--- config.mk ---
export PLATFORM = sky130hd
export DESIGN_NAME = nios_onchip_memory_tester_flat
export DESIGN_NICKNAME = d
export VERILOG_FILES = /design/src/rtl/nios_memtest_pkg.sv /design/src/rtl/nios_onchip_memory_tester_if.sv /design/src/rtl/nios_memtest_cmp.sv /design/src/rtl/nios_onchip_memory_tester.sv /design/src/flat_wrapper.sv
export SDC_FILE = /design/constraint.sdc
export NUM_CORES = 1
export LEC_CHECK = 0
export CORE_UTILIZATION = 57
export CTS_CLUSTER_SIZE = 40
export DETAILED_ROUTE_END_ITERATION = 10
export PLACE_DENSITY = 0.94
export SYNTH_ARGS = -nofsm -noshare
export SYNTH_HDL_FRONTEND = slang
export SYNTH_HIERARCHICAL = 1
export SYNTH_SLANG_ARGS = --single-unit
--- constraint.sdc ---
create_clock -name clk -period 10 [get_ports clk]
set_input_delay 2.5 -clock clk [delete_from_list [all_inputs] [get_ports clk]]
set_output_delay 2.5 -clock clk [all_outputs]
set_load 0.005 [all_outputs]
--- src/rtl/nios_memtest_pkg.sv ---
// nios_memtest_pkg
// Shared definitions for the on-chip memory tester: default geometry of the
// target RAM, the controller state encoding and the address-derived test
// pattern used by both the write path and the compare stage.
package nios_memtest_pkg;

    localparam int ADDR_W = 11;
    localparam int DATA_W = 32;
    localparam int DEPTH  = 2048;

    typedef enum logic [2:0] {
        IDLE,
        WRITE,
        READ,
        DRAIN,
        DONE
    } state_t;

    // Address replicated into both 16-bit halves, then XORed with the seed.
    function automatic logic [DATA_W-1:0] pat(input logic [DATA_W-1:0] seed,
                                              input logic [ADDR_W-1:0] a);
        return seed ^ {5'b0, a, 5'b0, a};
    endfunction

endpackage

--- src/rtl/nios_onchip_memory_tester_if.sv ---
// nios_onchip_memory_tester_if
// Avalon-MM bus between the tester (master) and the on-chip RAM s1 port
// (slave).
//   m_address     word address
//   m_byteenable  byte lanes, all ones during every access
//   m_chipselect  access strobe
//   m_write       write qualifier
//   m_writedata   write data
//   m_clken       RAM clock enable
//   m_readdata    read data, one cycle after the read address
interface nios_onchip_memory_tester_if
    import nios_memtest_pkg::*;
#(
    parameter int ADDR_W = nios_memtest_pkg::ADDR_W,
    parameter int DATA_W = nios_memtest_pkg::DATA_W
);
    logic [ADDR_W-1:0]   m_address;
    logic [DATA_W/8-1:0] m_byteenable;
    logic                m_chipselect;
    logic                m_write;
    logic [DATA_W-1:0]   m_writedata;
    logic                m_clken;
    logic [DATA_W-1:0]   m_readdata;

    modport master (
        output m_address, m_byteenable, m_chipselect, m_write, m_writedata, m_clken,
        input  m_readdata
    );

    modport slave (
        input  m_address, m_byteenable, m_chipselect, m_write, m_writedata, m_clken,
        output m_readdata
    );
endinterface

--- src/rtl/nios_memtest_cmp.sv ---
// nios_memtest_cmp
// Compare stage: checks read data against the pattern of the (already
// delayed) expected address and counts mismatching words.
//   clk, reset  clock, asynchronous active-high reset
//   clear       start acceptance; clears counter and first-error capture
//   valid       rdata holds the word read from exp_addr this cycle
//   seed        captured pattern seed
//   exp_addr    physical address the current rdata came from
//   rdata       RAM read data
//   mismatch    combinational strobe: valid word differs from its pattern
//   err_count   registered mismatch count
// Macro NIOS_MEMTEST_FIRST_ERR_EN adds first_err_valid/addr/data.
module nios_memtest_cmp
    import nios_memtest_pkg::*;
#(
    parameter int ADDR_W = nios_memtest_pkg::ADDR_W,
    parameter int DATA_W = nios_memtest_pkg::DATA_W
) (
    input  logic              clk,
    input  logic              reset,
    input  logic              clear,
    input  logic              valid,
    input  logic [DATA_W-1:0] seed,
    input  logic [ADDR_W-1:0] exp_addr,
    input  logic [DATA_W-1:0] rdata,
    output logic              mismatch,
    output logic [ADDR_W:0]   err_count
`ifdef NIOS_MEMTEST_FIRST_ERR_EN
    ,
    output logic              first_err_valid,
    output logic [ADDR_W-1:0] first_err_addr,
    output logic [DATA_W-1:0] first_err_data
`endif
);

    always_comb begin
        mismatch = valid && (rdata != pat(seed, exp_addr));
    end

    always_ff @(posedge clk or posedge reset) begin
        if (reset) begin
            err_count <= '0;
        end else if (clear) begin
            err_count <= '0;
        end else if (mismatch) begin
            err_count <= err_count + 1'b1;
        end
    end

`ifdef NIOS_MEMTEST_FIRST_ERR_EN
    always_ff @(posedge clk or posedge reset) begin
        if (reset) begin
            first_err_valid <= 1'b0;
            first_err_addr  <= '0;
            first_err_data  <= '0;
        end else if (clear) begin
            first_err_valid <= 1'b0;
            first_err_addr  <= '0;
            first_err_data  <= '0;
        end else if (mismatch && !first_err_valid) begin
            first_err_valid <= 1'b1;
            first_err_addr  <= exp_addr;
            first_err_data  <= rdata;
        end
    end
`endif

endmodule

--- src/rtl/nios_onchip_memory_tester.sv ---
// nios_onchip_memory_tester
// Avalon-MM master that writes pat(addr) over a wrapping window of the
// on-chip RAM, reads it back and counts mismatching words.
//   clk, reset     clock, asynchronous active-high reset
//   start          run request, sampled only in IDLE
//   seed/base/count  run parameters, captured on start acceptance
//   busy           run in progress
//   done           one-cycle completion pulse
//   pass           last run had no mismatches
//   err_count      mismatching words of the last run
//   mem            Avalon master bus (nios_onchip_memory_tester_if.master)
// Macro NIOS_MEMTEST_FIRST_ERR_EN adds first_err_valid/addr/data.
module nios_onchip_memory_tester
    import nios_memtest_pkg::*;
#(
    parameter int ADDR_W = nios_memtest_pkg::ADDR_W,
    parameter int DATA_W = nios_memtest_pkg::DATA_W,
    parameter int DEPTH  = nios_memtest_pkg::DEPTH
) (
    input  logic              clk,
    input  logic              reset,
    input  logic              start,
    input  logic [DATA_W-1:0] seed,
    input  logic [ADDR_W-1:0] base,
    input  logic [ADDR_W:0]   count,
    output logic              busy,
    output logic              done,
    output logic              pass,
    output logic [ADDR_W:0]   err_count,
`ifdef NIOS_MEMTEST_FIRST_ERR_EN
    output logic              first_err_valid,
    output logic [ADDR_W-1:0] first_err_addr,
    output logic [DATA_W-1:0] first_err_data,
`endif
    nios_onchip_memory_tester_if.master mem
);

    state_t            state, state_next;
    logic              accept;
    logic              last;
    logic [DATA_W-1:0] seed_r;
    logic [ADDR_W-1:0] base_r;
    logic [ADDR_W:0]   cnt_r;
    logic [ADDR_W:0]   idx;        // accesses already issued in this phase
    logic [ADDR_W-1:0] addr_inc;
    logic              rd_valid;
    logic [ADDR_W-1:0] rd_addr;
    logic              mismatch;

    always_ff @(posedge clk or posedge reset) begin
        if (reset) begin
            state <= IDLE;
        end else begin
            state <= state_next;
        end
    end

    always_comb begin
        state_next = state;
        accept     = 1'b0;
        last       = (idx == cnt_r);
        addr_inc   = (mem.m_address == ADDR_W'(DEPTH - 1)) ? '0 : mem.m_address + 1'b1;
        case (state)
            IDLE: begin
                if (start) begin
                    accept     = 1'b1;
                    state_next = (count == '0) ? DONE : WRITE;
                end
            end
            WRITE:   if (last) state_next = READ;
            READ:    if (last) state_next = DRAIN;
            DRAIN:   state_next = DONE;
            DONE:    state_next = IDLE;
            default: state_next = IDLE;
        endcase
    end

    // Outputs are registered by loading the value for the state being entered,
    // so each bus access appears in the same cycle its state is current.
    always_ff @(posedge clk or posedge reset) begin
        if (reset) begin
            seed_r           <= '0;
            base_r           <= '0;
            cnt_r            <= '0;
            idx              <= '0;
            busy             <= 1'b0;
            done             <= 1'b0;
            pass             <= 1'b0;
            rd_valid         <= 1'b0;
            rd_addr          <= '0;
            mem.m_address    <= '0;
            mem.m_writedata  <= '0;
            mem.m_byteenable <= '0;
            mem.m_chipselect <= 1'b0;
            mem.m_write      <= 1'b0;
            mem.m_clken      <= 1'b0;
        end else begin
            done             <= 1'b0;
            mem.m_clken      <= 1'b1;
            mem.m_byteenable <= '1;
            // Read data returns one cycle after the address; align the address.
            rd_valid         <= (state == READ);
            rd_addr          <= mem.m_address;
            case (state)
                IDLE: begin
                    if (accept) begin
                        seed_r <= seed;
                        base_r <= base;
                        cnt_r  <= count;
                        if (count == '0) begin
                            done <= 1'b1;
                            pass <= 1'b1;
                        end else begin
                            pass             <= 1'b0;
                            busy             <= 1'b1;
                            mem.m_chipselect <= 1'b1;
                            mem.m_write      <= 1'b1;
                            mem.m_address    <= base;
                            mem.m_writedata  <= pat(seed, base);
                            idx              <= ADDR_W'(1);
                        end
                    end
                end
                WRITE: begin
                    if (last) begin
                        mem.m_write   <= 1'b0;
                        mem.m_address <= base_r;
                        idx           <= ADDR_W'(1);
                    end else begin
                        mem.m_address   <= addr_inc;
                        mem.m_writedata <= pat(seed_r, addr_inc);
                        idx             <= idx + 1'b1;
                    end
                end
                READ: begin
                    if (last) begin
                        mem.m_chipselect <= 1'b0;
                    end else begin
                        mem.m_address <= addr_inc;
                        idx           <= idx + 1'b1;
                    end
                end
                DRAIN: begin
                    // Final word is compared this cycle; fold it into pass.
                    busy <= 1'b0;
                    done <= 1'b1;
                    pass <= (err_count == '0) && !mismatch;
                end
                default: ;
            endcase
        end
    end

    nios_memtest_cmp #(
        .ADDR_W (ADDR_W),
        .DATA_W (DATA_W)
    ) u_cmp (
        .clk             (clk),
        .reset           (reset),
        .clear           (accept),
        .valid           (rd_valid),
        .seed            (seed_r),
        .exp_addr        (rd_addr),
        .rdata           (mem.m_readdata),
        .mismatch        (mismatch),
        .err_count       (err_count)
`ifdef NIOS_MEMTEST_FIRST_ERR_EN
        ,
        .first_err_valid (first_err_valid),
        .first_err_addr  (first_err_addr),
        .first_err_data  (first_err_data)
`endif
    );

endmodule

--- src/flat_wrapper.sv ---
// flat-port wrapper written by rule: the top's interface ports become plain ports
module nios_onchip_memory_tester_flat import nios_memtest_pkg::*;
#(
    parameter int ADDR_W = nios_memtest_pkg::ADDR_W,
    parameter int DATA_W = nios_memtest_pkg::DATA_W,
    parameter int DEPTH  = nios_memtest_pkg::DEPTH
)
  (clk, reset, start, seed, base, count, busy, done, pass, err_count, mem_m_address, mem_m_byteenable, mem_m_chipselect, mem_m_write, mem_m_writedata, mem_m_clken, mem_m_readdata);
  nios_onchip_memory_tester_if #(.ADDR_W(ADDR_W), .DATA_W(DATA_W)) mem_i ();
  input  logic clk;
  input  logic reset;
  input  logic start;
  input  logic [DATA_W-1:0] seed;
  input  logic [ADDR_W-1:0] base;
  input  logic [ADDR_W:0] count;
  output logic busy;
  output logic done;
  output logic pass;
  output logic [ADDR_W:0] err_count;
  output wire logic [$bits(mem_i.m_address)-1:0] mem_m_address;
  output wire logic [$bits(mem_i.m_byteenable)-1:0] mem_m_byteenable;
  output wire logic [$bits(mem_i.m_chipselect)-1:0] mem_m_chipselect;
  output wire logic [$bits(mem_i.m_write)-1:0] mem_m_write;
  output wire logic [$bits(mem_i.m_writedata)-1:0] mem_m_writedata;
  output wire logic [$bits(mem_i.m_clken)-1:0] mem_m_clken;
  input wire logic [$bits(mem_i.m_readdata)-1:0] mem_m_readdata;
  assign mem_m_address = mem_i.m_address;
  assign mem_m_byteenable = mem_i.m_byteenable;
  assign mem_m_chipselect = mem_i.m_chipselect;
  assign mem_m_write = mem_i.m_write;
  assign mem_m_writedata = mem_i.m_writedata;
  assign mem_m_clken = mem_i.m_clken;
  assign mem_i.m_readdata = mem_m_readdata;
  nios_onchip_memory_tester #(.ADDR_W(ADDR_W), .DATA_W(DATA_W), .DEPTH(DEPTH)) u_core (.clk(clk), .reset(reset), .start(start), .seed(seed), .base(base), .count(count), .busy(busy), .done(done), .pass(pass), .err_count(err_count), .mem(mem_i));
endmodule
# Word level (Yosys, flattened, before mapping)
# Cells that the tools add are included.
word_totals:
  ff_bits: 144
  latchBits: 0
  ram_bits: 0
  rom_bits: 0
  word_cells: 90
  memories: 0
op_classes:
  add_sub_neg: 3
  multipliers: 0
  n_div: 0
  n_lt_le_gt_ge: 0
  n_eq_ne: 13
  shifts: 0
  mux: 35
  bitwise: 3
  n_reduce_logical: 19
ops:
  columns: ["op", "n"]
  rows:
  - ["32-bit two-way mux", 3]
  - ["32-bit by 27-bit XOR with 32-bit output", 3]
  - ["12-bit two-way mux", 6]
  - ["32-bit case mux with 2 select lines", 1]
  - ["11-bit two-way mux", 5]
  - ["12-bit case mux with 3 select lines", 1]
  - ["11-bit case mux with 3 select lines", 1]
  - ["32-bit != test", 1]
  - ["12-bit by 1-bit adder with 12-bit output, second input constant", 2]
  - ["12-bit zero test", 2]
  - ["4-bit AND reduction", 4]
  - ["12-bit == test", 1]
  - ["3-bit two-way mux", 4]
  - ["3-bit case mux with 4 select lines", 1]
  - ["11-bit by 1-bit adder with 11-bit output, second input constant", 1]
  - ["11-bit == test, second input constant", 1]
  - ["1-bit case mux with 2 select lines", 5]
  - ["1-bit two-way mux", 8]
  - ["2-bit != test, second input constant", 4]
  - ["2-bit nonzero test", 4]
  - ["3-bit by 2-bit == test with 1-bit output, second input constant", 2]
  - ["2-bit by 1-bit != test with 1-bit output, second input constant", 3]
  - ["3-bit AND reduction", 2]
  - ["2-bit AND reduction", 2]
  - ["5 further kinds", 6]

# Longest topological paths before layout
# Gate-level depths: netlist (run 1).
logic_depth:
  word_depth: 6
  depth_mapped: 9

# By module
# The synthesis (run 1) kept the hierarchy.
modules_own_cells:
  columns: ["mod", "n_inst", "cells_per_inst", "area_per_inst_um2"]
  rows:
  - ["nios_onchip_memory_tester", 1, 692, 6718.9]
  - ["nios_memtest_cmp", 1, 138, 1208.7]

# Worst setup path after synthesis (run 1)
# OpenSTA, ideal clock, no wires.
synth_path:
  path_type: "input-to-reg"
  startpoint: "in mem_m_readdata[2]"
  endpoint: "reg u_core.pass"
  setup_time_ns: 0.077
  arrival_time_ns: 4.155
  required_time_ns: 9.923
  setup_slack_ns: 5.767
  cell_stages: 9
  path_buffers: 0
  path_cell_list: "xor2_1 > or3_1 > a222oi_1 > and4_4 > a21o_4 > inv_2 > nor4_1 > a31oi_1 > a21oi_1"
synth_between:
  elab_chain_cells: 5
synth_rtl:
  columns: ["element", "line_no", "source"]
  rows:
  - ["from (decl)", "flat_wrapper.sv:26", "input wire logic [$bits(mem_i.m_readdata)-1:0] mem_m_readdata;"]
  - ["32-bit != test", "nios_memtest_cmp.sv:37", "mismatch = valid && (rdata != pat(seed, exp_addr));"]
  - ["1-bit logical AND", "nios_memtest_cmp.sv:37", null]
  - ["named net u_core.mismatch", "nios_onchip_memory_tester.sv:48", "logic mismatch;"]
  - ["1-bit zero test", "nios_onchip_memory_tester.sv:147", "pass <= (err_count == '0) && !mismatch;"]
  - ["1-bit logical AND", "nios_onchip_memory_tester.sv:147", null]
  - ["1-bit case mux with 2 select lines", "nios_onchip_memory_tester.sv:104", "case (state)"]
  - ["to (signal assigned)", "nios_onchip_memory_tester.sv:147", null]
  - ["to (decl)", "nios_onchip_memory_tester.sv:28", "output logic pass,"]
# The timed path passes the listed nets, and every way through them passes these cells.
# A chain may end at the register's enable or synchronous reset.

# Worst setup path after layout (run 1)
layout_path:
  startpoint: "in mem_m_readdata[24]"
  endpoint: "reg u_core.pass"
# Same word-level chain as after synthesis.

==> results of run 1 <==
[flip-flops by register name, summed over array words and instances, names as in the netlist]
| name | flops |
|---|---|
| u_core/base_r | 11 |
| u_core/busy | 1 |
| u_core/cnt_r | 12 |
| u_core/done | 1 |
| u_core/idx | 12 |
| u_core/mem.m_address | 11 |
| u_core/mem.m_chipselect | 1 |
| u_core/mem.m_clken | 1 |
| u_core/mem.m_write | 1 |
| u_core/mem.m_writedata | 32 |
| u_core/pass | 1 |
| u_core/rd_addr | 11 |
| u_core/rd_valid | 1 |
| u_core/seed_r | 32 |
| u_core/state | 3 |
| u_core/u_cmp/err_count | 12 |
[cells in the mapped netlist (3+ instances only)]
cell / number
ha_1: 3
o221a_2: 8
o21ai_0: 27
and2_1: 4
buf_6: 5
xnor3_1: 4
dfrtp_1: 143
nand4_1: 11
a31o_2: 4
nor2_1: 43
inv_1: 16
xor2_1: 32
nand3b_1: 4
mux2_4: 11
nand2_1: 204
buf_4: 10
nor3_1: 9
and4_1: 6
a31oi_1: 6
nor4_1: 9
clkbuf_1: 19
nor2b_1: 4
buf_2: 5
a22o_1: 3
a221oi_1: 7
nand2b_1: 5
buf_1: 3
or4_1: 11
o31ai_1: 11
nand3_1: 30
xnor2_1: 71
o31ai_2: 6
or3_1: 8
a21oi_1: 24
and3_1: 5
mux2_1: 4
mux2_2: 9
[metrics by stage]
| stage | hold slack [ns] | setup WS (ns) | power [mW] | instance area (sq um) |
|---|---|---|---|---|
| after floorplan | 0.3909 | 4.002 | 1.982 | 7928 |
| after global placement | 0.4582 | 5.071 | 2.419 | 9520 |
| after detailed placement | 0.4687 | 5.026 | 2.494 | 9520 |
| after CTS | 0.4805 | 5.382 | 3.328 | 10260 |
| after global routing | 0.5099 | 5.067 | 3.514 | 10260 |
| final | 0.4795 | 5.136 | 3.358 | 10260 |
[layer usage]
layer  routed length (um)  global-route usage [%]  vias up
met5                    0                       0        -
met4                 1013                   18.28        0
met3                 2104                   7.272      118
met2                11590                   55.17      530
met1                 9030                   42.93     3459
li1                     -                       -     3146
[power breakdown]
| part | leakage, nW | internal, mW | switching (mW) |
|---|---|---|---|
| logic | 2.33 | 0.767 | 0.684 |
| registers | 1.77 | 0.840 | 0.284 |
| clock network | 0.363 | 0.543 | 0.241 |
[worst max-delay path: stages]
cell             delay, ns
clkdlybuf4s50_1       0.46
xnor2_1               0.18
o21bai_1              0.18
a2111oi_0             0.69
and4_4                0.42
a21o_4                0.19
inv_2                 0.08
nor4_1                0.20
a31oi_1               0.15
a21oi_1               0.16
[how the worst max path moves through the flow]
stage          depth (start not counted)                 endpoint  slack [ns]                from
6_report                              10              u_core/pass        5.14  mem_m_readdata[24]
5_1_grt                               10              u_core/pass        5.07   mem_m_readdata[7]
4_1_cts                               10              u_core/pass        5.38  mem_m_readdata[24]
2_1_floorplan                          1         u_core/base_r[0]        4.00               reset
3_3_place_gp                          10              u_core/pass        5.07  mem_m_readdata[24]
3_5_place_dp                           7  u_core/mem.m_address[8]        5.03            count[9]
[kinds of logic (layout without fill, tap and decap cells)]
logic type               after synthesis  count (layout)
other                                  1               1
XOR/XNOR                             108             108
multiplexers                          26              26
AO/OA/AOI/OAI                        121             121
buffers and inverters                 60             211
flip-flops                           143             143
adder cells (fa/ha/maj)                3               3
AND/OR/NAND/NOR                      368             368
[cell type report]
class | instances | area, sq um | area share (%)
clock inverter | 11 | 255.2 | 2.489
clock buffer | 21 | 480.5 | 4.685
multi-input combinational | 627 | 4058 | 39.56
tap | 176 | 220.2 | 2.147
sequential | 143 | 3578 | 34.89
timing repair buffer | 161 | 1594 | 15.54
inverter | 18 | 70.07 | 0.6832
==> impl_results.md, run 1 <==
* Status: complete, no violations
* R2r endpoint: u_core/mem.m_writedata[0]
* # port buffers at 154
* Gpl congestion at 0.8684
* Sum Neg Setup Slack at 0 ns
* Leak at 4.463 nW
* Slew Viols, Final at 0
* Synth warn at 6
* Largest family of logic cells by synthesized area: simple AND/OR/NAND/NOR gates
* Synth Area in Simple Gates at 22.08%
* Min-delay src: u_core/base_r[8]
* Via count at 7253
* GR Util All Layers at 34.16%
* Pwr Density at 327.5 nW/um^2
* Post-Route WL at 23740 um
* Adder-cell share of the synthesized area at 0.4735%
* Initial antenna violation count at 0
* Root Driver: clkbuf_16
* RSZ-0062 raised after global routing: no
* CTS max path bufs at 2
* Critical path type: in -> reg
* # clock sinks at 143
* Startpoint types: input pin
* Arrival time worst endpoint at 5.21 ns
* Yosys reg bits at 143
* Drt initial violations at 928
* Tcrit/Tclk final at 48.64%
* Async S/R FF share, synth at 100.0%
* FP Rows at 42
* Synthesized area at 7928 sq um
* CTS tree: done
* Largest net degree at the start of global routing at 82
* Skew final at 0.008989 ns
* Worst IR drop on VDD at 0.1495 mV
* Proportion of synthesized area in mux cells at 4.182%
* First-pass GRT wire length at 37610 um
* Most frequent cells in the layout: 204 x nand2_1, 154 x clkdlybuf4s50_1, 143 x dfrtp_1
* Die H at 119.9 um
* Worst r2r src: u_core/idx[6]
* Mapped Cells at 830
* CP max FO at 7
* Synth area leaders: dfrtp_1 45%, nand2_1 9.7%, xnor2_1 7.8%, xor2_1 3.5%, mux2_4 2.1%
* Final min period at 4.864 ns
* Worst-Margin Slew at 1.033 ns
* Layout overhead on the synthesized area at 29.37%
* Compound-cell area share of the yosys netlist at 11.49%
* Worst Hold Depth at 2
* Synth area leader: dfrtp_1
* # hold bufs at CTS at 0
* Final-report setup violation count at 0
* Xor/xnor share of the synthesized area at 12.72%
* Total gr overflow at 0
* Hold Crit Class: reg -> reg
* Commonest non-fill, non-tap cell in the layout: nand2_1
* Vias per std cell at 6.269
* Post-cts sizing count at 0
* Placed cell count at 1125
* Vias in the first global route at 7312
* CTS Buf Count at 17
* Fill cell count at 834
* Post-DP HPWL at 14820 um
* Number of remaining DRC errors at 0
* Avg Inst Size Synth at 9.551 sq um
* EDFF count, synth at 0
* WL/cell at 20.52 um
* Critical Path Sink Type: flip-flop
* Final net count at 1061
* Hold EP: u_core/base_r[8]
* Max Cap Viol at 0
* Crit path required time at 10.35 ns
* H-tree levels at 4
* Diodes inserted at 0
* Post-layout util at 76.54%
* First-pass DRT Iterations at 8
* Post-Layout Cell Count at 1157
* Yosys cell types at 73
* Share of layout cells above drive strength 1 at 10.09%
* Die Wd at 119.9 um
* Final Hold Fails at 0
* FF-to-FF path depth at 5
* Die ar. at 14380 sq um
* Reg2reg setup slack at 7.17 ns
* Fmax at 205.6 MHz
* Max-Slew Margin vs Limit at 31.12%
* Starting Density at 59.16%
* Clock-pin slew on the worst setup and hold paths at 0.06 ns
* Dominant synthesized flop cell: dfrtp_1
* Boundary pin count at 155
* Post-DRT Antenna Nets at 0
* Setup bufs post-CTS at 0
* Syn Nets at 923
* Yosys top cell area share at 45.14%
* Core Area at 13400 sq um
* Worst skew pair latency at 0.43 ns
* Seq/Total Area, Yosys at 45.14%
Power figures use the tool's default switching activity.
==> run 2: changes to the inputs <==
--- a/config.mk
+++ b/config.mk
@@ -5,10 +5,10 @@
 export SDC_FILE = /design/constraint.sdc
 export NUM_CORES = 1
 export LEC_CHECK = 0
-export CORE_UTILIZATION = 57
+export CORE_UTILIZATION = 53
 export CTS_CLUSTER_SIZE = 40
 export DETAILED_ROUTE_END_ITERATION = 10
-export PLACE_DENSITY = 0.94
+export PLACE_DENSITY = 0.89
 export SYNTH_ARGS = -nofsm -noshare
 export SYNTH_HDL_FRONTEND = slang
 export SYNTH_HIERARCHICAL = 1
==> constraint.sdc (replaced) <==
create_clock -name clk -period 4.6 [get_ports clk]
set_input_delay 1.15 -clock clk [delete_from_list [all_inputs] [get_ports clk]]
set_output_delay 1.15 -clock clk [all_outputs]
set_load 0.005 [all_outputs]
==> run 2 against run 1 <==
Against the previous run:
- cell area decreased by 1.1%
- non-clock buffer count increased by 1
- core utilization fell by 7.0 points
- routed wire length decreased by 10%
- largest cell class unchanged
- largest power group unchanged
==> impl_results.md, run 2 (synthesis results as in run 1) <==
* Max-Slew Margin vs Limit at 41.19% (+10 points)
* Crit path from: mem_m_readdata[0]
* Die Wd at 124.3 um (+3.6%)
* Setup crit end: u_core/pass
* Die ar. at 15450 sq um (+7.4%)
* Worst skew pair latency at 0.43 ns (about the same)
* Clock-pin slew on the worst setup and hold paths at 0.06 ns (about the same)
* # clock sinks at 143 (unchanged)
* CP Cell Sequence: clkdlybuf4s50_1, xor2_1, or3_1, a222oi_1, and4_4, a21o_4, inv_2, nor4_1, a31oi_1, a21oi_1
* # hold bufs at CTS at 0 (unchanged)
* Leak at 4.394 nW (-1.5%)
* First-pass DRT Iterations at 7 (-1)
* Via count at 6842 (-5.7%)
* Met1 WL at 8859 um (-1.9%)
* Setup WS pre-CTS at 0.8637 ns (-4.162 ns)
* # port buffers at 154 (unchanged)
* Setup bufs post-CTS at 0 (unchanged)
* Number of remaining DRC errors at 0 (unchanged)
* Diodes inserted at 0 (unchanged)
* Worst IR drop on VDD at 0.3407 mV (+130%)
* Slew Viols, Final at 0 (unchanged)
* Reg2reg setup slack at 1.93 ns (-5.24 ns)
* Fmax at 298.9 MHz
* CTS Buf Count at 17 (unchanged)
* Starting Density at 54.34% (-4.8 points)
* Root Driver: clkbuf_16
* Met3 WL post-DR at 1324 um (-37%)
* Most frequent cells in the layout: 204 x nand2_1, 154 x clkdlybuf4s50_1, 143 x dfrtp_1
* Buf/Inv on CP at 2 (unchanged)
* Critical path type: in -> reg
* Skew final at 0.007177 ns (-0.001811 ns)
* Commonest non-fill, non-tap cell in the layout: nand2_1
* CTS tree: done
* CTS max path bufs at 2 (unchanged)
* Max Cap Viol at 0 (unchanged)
* FF-to-FF path depth at 5 (unchanged)
* R2r endpoint: u_core/mem.m_writedata[3]
* Post-layout util at 69.50% (-7.0 points)
* Boundary pin count at 155 (unchanged)
* Arrival time worst endpoint at 3.69 ns (-1.52 ns)
* Regs by FF count: u_core/mem.m_writedata: 32 flops, u_core/seed_r: 32 flops
* Vias per std cell at 5.868 (-6.4%)
* Critical path depth in cells at 10 (unchanged)
* Final Cell Area at 10140 sq um (-1.1%)
* Status: complete, no violations
* H-tree levels at 4 (unchanged)
* Total gr overflow at 0 (unchanged)
* First-pass GRT wire length at 34690 um (-7.7%)
* Share of layout cells above drive strength 1 at 9.674% (-0.42 points)
* Initial antenna violation count at 0 (unchanged)
* FP Rows at 44 (+4.8%)
* Post-DP HPWL at 14470 um (-2.4%)
* Gpl congestion at 0.8799 (+1.3%)
* Post-DRT Antenna Nets at 0 (unchanged)
* Top Layer Used: met4
* Crit-path leading delay family: simple AND/OR/NAND/NOR gates
* Fill cell count at 1006 (+21%)
* Final Hold Fails at 0 (unchanged)
* Core Area at 14590 sq um (+8.9%)
* CP max FO at 7 (unchanged)
* Layout overhead on the synthesized area at 27.90%
* Post-cts sizing count at 0 (unchanged)
* Pwr Density at 668.8 nW/um^2 (+100%)
* Critical Path Sink Type: flip-flop
* Pwr Total at 6.781 mW (+100%)
* Largest net degree at the start of global routing at 57 (-30%)
* WL/cell at 18.27 um (-11%)
* GR Util All Layers at 28.37% (-5.8 points)
* Final min period at 3.345 ns
* Dpl cell area at 9564 sq um (+0.46%)
* Final-report setup violation count at 0 (unchanged)
* Worst r2r src: u_core/idx[1]
* Drt initial violations at 573 (-38%)
* Final net count at 1062 (+0.094%)
* Hold Crit Class: reg -> reg
* Crit path required time at 4.94 ns (-5.41 ns)
* Startpoint types: input pin
* Tcrit/Tclk final at 72.73%
* Final worst slack at 1.255 ns (-3.881 ns)
* Post-Route WL at 21310 um (-10%)
* Worst-Margin Slew at 0.8708 ns (-0.1624 ns)
* Critical Path Max Stage Delay at 0.46 ns (-0.23 ns)
* RSZ-0062 raised after global routing: no
* Met2 WL at 10230 um (-12%)
* Die H at 124.3 um (+3.6%)
* CP max-delay cell: a222oi_1
* Vias in the first global route at 6768 (-7.4%)
* Sum Neg Setup Slack at 0 ns (unchanged)
==> run 2: power by group <==
part / switching, mW / total [mW] / internal, mW
logic: 1.37 / 3.04 / 1.67
registers: 0.576 / 2.40 / 1.83
clock network: 0.512 / 1.34 / 0.830
==> run 2: area by class of cell <==
type	instances	area, sq um	area share, %
clock buffer	28	526.8	5.195
clock inverter	4	48.80	0.4812
inverter	18	71.32	0.7034
multi-input combinational	627	4058	40.02
sequential	143	3578	35.29
tap	184	230.2	2.270
timing repair buffer	162	1627	16.04
==> run 2: metal layers <==
metal  track usage, %  up-vias
met5                0        -
met2            44.43      288
met3            5.713       69
met1            36.69     3341
li1                 -     3144
met4            16.23        0
==> run 2: stage by stage <==
step / instances / hold WS [ns]
2_1_floorplan: 830 / 0.3909
3_3_place_gp: 1134 / 0.4600
3_5_place_dp: 1134 / 0.4643
4_1_cts: 1166 / 0.4821
5_1_grt: 1166 / 0.5088
6_report: 1166 / 0.4792
==> run 2: worst min-delay path, cell delays in order, from the launching register on <==
cell and delay (ns):
dfrtp_1 0.34, nand2_1 0.05, nand2_1 0.06
==> run 2: worst min-delay path by stage <==
stage	startpoint	end	slack (ns)	cells past startpoint
after detailed placement	u_core/base_r[8]	u_core/base_r[8]	0.46	2
after global routing	u_core/mem.m_writedata[0]	u_core/mem.m_writedata[0]	0.51	1
after CTS	u_core/base_r[2]	u_core/base_r[2]	0.48	2
final	u_core/base_r[10]	u_core/base_r[10]	0.48	2
after floorplan	u_core/mem.m_address[6]	u_core/rd_addr[6]	0.39	0
after global placement	u_core/base_r[10]	u_core/base_r[10]	0.46	2
==> run 3: changes to the inputs <==
==> constraint.sdc (replaced) <==
create_clock -name clk -period 3.2 [get_ports clk]
set_input_delay 0.8 -clock clk [delete_from_list [all_inputs] [get_ports clk]]
set_output_delay 0.8 -clock clk [all_outputs]
set_load 0.005 [all_outputs]
==> run 3 against run 2 <==
Against the previous run:
- total power rose by 46%
- via count rose by 1.4%
- count of clock-buffer cells in the layout is 5 lower
- sequential power increased by 44%
- combinational power grew 47%
- final cell count is 0.94% higher
- sequential share of layout area is 0.42 points lower
- core utilization increased by 0.84 points
- clock power is 51% higher
- cell area is 1.2% higher
- largest cell class unchanged
==> impl_results.md, run 3 (synthesis results as in run 1) <==
* Status: complete, no violations
* Post-DP HPWL at 14690 um (+1.5%)
* GRT Max-Usage Layer: met2
* Final-report setup violation count at 0 (unchanged)
* Final worst slack at 0.3011 ns (-0.9535 ns)
* Pwr Total at 9.927 mW (+46%)
* Largest net degree at the start of global routing at 60 (+5.3%)
* Layout overhead on the synthesized area at 29.45%
* CP Cell Sequence: clkdlybuf4s50_1, xor2_1, or3_1, a222oi_1, and4_4, a21o_4, inv_2, nor4_1, a31oi_1, a21oi_1
* Startpoint types: input pin
* Gpl congestion at 0.8615 (-2.1%)
* Dpl cell area at 9659 sq um (+0.99%)
* Setup crit end: u_core/pass
* Max Cap Viol at 0 (unchanged)
* RSZ-0062 raised after global routing: no
* Die ar. at 15450 sq um (unchanged)
* Post-cts sizing count at 0 (unchanged)
* CTS max path bufs at 2 (unchanged)
* CTS Buf Count at 17 (unchanged)
* Root Driver: clkbuf_16
* Fill cell count at 1015 (+0.89%)
* Final Cell Area at 10260 sq um (+1.2%)
* Leak at 4.470 nW (+1.7%)
* Critical path depth in cells at 10 (unchanged)
* Commonest non-fill, non-tap cell in the layout: nand2_1
* CP max FO at 5 (-2)
* Most frequent cells in the layout: 204 x nand2_1, 154 x clkdlybuf4s50_1, 143 x dfrtp_1
* H-tree levels at 4 (unchanged)
* Boundary pin count at 155 (unchanged)
* Pwr Density at 967.3 nW/um^2 (+45%)
* Setup WS pre-CTS at -0.08049 ns (-0.9442 ns)
* Met1 usage at 37.15% (+0.46 points)
* Core Area at 14590 sq um (unchanged)
* Setup bufs post-CTS at 0 (unchanged)
* Via count at 6938 (+1.4%)
* FP Rows at 44 (unchanged)
* R2r endpoint: u_core/mem.m_writedata[4]
* First-pass GRT wire length at 35650 um (+2.7%)
* Worst-Margin Slew at 0.8657 ns (-0.005049 ns)
* Vias per std cell at 5.895 (+0.46%)
* Worst r2r src: u_core/idx[1]
* Total gr overflow at 0 (unchanged)
* Buf/Inv on CP at 2 (unchanged)
* Met2 GRT Util at 47.51% (+3.1 points)
* First-pass DRT Iterations at 6 (-1)
* Reg2reg setup slack at 0.53 ns (-1.40 ns)
* Critical path type: in -> reg
* Vias in the first global route at 6992 (+3.3%)
* Post-DRT Antenna Nets at 0 (unchanged)
* Worst IR drop on VDD at 0.5310 mV (+56%)
* Final Hold Fails at 0 (unchanged)
* Critical Path Max Stage Delay at 0.51 ns (+0.05 ns)
* Worst skew pair latency at 0.43 ns (about the same)
* Max-Slew Margin vs Limit at 41.75% (+0.56 points)
* Slew Viols, Final at 0 (unchanged)
* Crit-path leading delay family: compound AO/OA/AOI/OAI gates
* Initial antenna violation count at 0 (unchanged)
* Die H at 124.3 um (unchanged)
* Final min period at 2.899 ns
* # port buffers at 154 (unchanged)
* Die Wd at 124.3 um (unchanged)
* Fmax at 345.0 MHz
* Crit path required time at 3.55 ns (-1.39 ns)
* FF-to-FF path depth at 5 (unchanged)
* Hold Slack at 0.4852 ns (+0.005950 ns)
* CP max-delay cell: a222oi_1
* GR Layer Usage met3 at 6.100% (+0.39 points)
* Diodes inserted at 0 (unchanged)
* Drt initial violations at 562 (-1.9%)
* GR Util All Layers at 29.07% (+0.70 points)
* Arrival time worst endpoint at 3.25 ns (-0.44 ns)
* Post-Route WL at 21700 um (+1.8%)
* Final net count at 1073 (+1.0%)
* Starting Density at 54.34% (unchanged)
* Regs by FF count: u_core/mem.m_writedata: 32 flops, u_core/seed_r: 32 flops
* Share of layout cells above drive strength 1 at 11.08% (+1.4 points)
* # clock sinks at 143 (unchanged)
* CTS tree: done
* Hold Crit Class: reg -> reg
* Number of remaining DRC errors at 0 (unchanged)
* Critical Path Sink Type: flip-flop
* Tcrit/Tclk final at 90.59%
* WL/cell at 18.44 um (+0.89%)
* # hold bufs at CTS at 0 (unchanged)
* Clock-pin slew on the worst setup and hold paths at 0.06 ns (about the same)
* Crit path from: mem_m_readdata[2]
* Skew final at 0.008564 ns (+0.001386 ns)
-- run 3: changes by cell type in the layout (fill, tap and decap cells not counted), sizes merged --
cell,delta
buf,+11
bufinv,+1
clkbuf,-5
clkinv,+2
clkinvlp,+1
inv,+1
-- run 3: power breakdown --
| part | switching, mW | total [mW] | internal, mW |
|---|---|---|---|
| clock network | 0.770 | 2.02 | 1.25 |
| registers | 0.827 | 3.45 | 2.62 |
| logic | 2.02 | 4.46 | 2.44 |
| total | 3.62 | 9.93 | 6.31 |
-- run 3: through the flow --
stage / TNS (ns) / std cells / utilization, %
CTS: 0 / 1177 / 70.34
global placement: -0.1758 / 1145 / 66.21
floorplan: 0 / 830 / -
global route: 0 / 1177 / 70.34
finish: 0 / 1177 / 70.34
detailed placement: -0.2313 / 1145 / 66.21
-- run 3: layout make-up --
cell class / instances / area (sq um) / share of cell area [%]
Timing Repair Buffer: 173 / 1722 / 16.78
Tap cell: 184 / 230.2 / 2.243
Multi-Input combinational cell: 627 / 4058 / 39.54
Clock buffer: 23 / 498.0 / 4.852
Sequential cell: 143 / 3578 / 34.87
Inverter: 18 / 71.32 / 0.6950
Clock inverter: 9 / 105.1 / 1.024
-- run 3: worst min path at each step --
| stage | from | to | slack [ns] | depth (start not counted) |
|---|---|---|---|---|
| global placement | u_core/base_r[10] | u_core/base_r[10] | 0.46 | 2 |
| finish | u_core/base_r[8] | u_core/base_r[8] | 0.49 | 2 |
| global route | u_core/base_r[9] | u_core/base_r[9] | 0.50 | 2 |
| detailed placement | u_core/base_r[8] | u_core/base_r[8] | 0.46 | 2 |
| floorplan | u_core/mem.m_address[6] | u_core/rd_addr[6] | 0.39 | 0 |
| CTS | u_core/base_r[8] | u_core/base_r[8] | 0.48 | 2 |
-- run 3: worst register-to-register path: cells and delay by family, from the launching register on --
kind | cells | cell delay [ns]
mux | 1 | 0.49
flops | 1 | 0.42
simple gates | 2 | 0.70
xor+xnor | 1 | 0.28
compound gates | 1 | 0.65
-- run 3: per-layer routing --
layer  wire, um  share of wire [%]  up-vias
li1           -                  -     3176
met1       8918                 41     3370
met2      10640                 49      333
met3       1478                6.8       59
met4        663                3.1        0
met5          0                  0        -
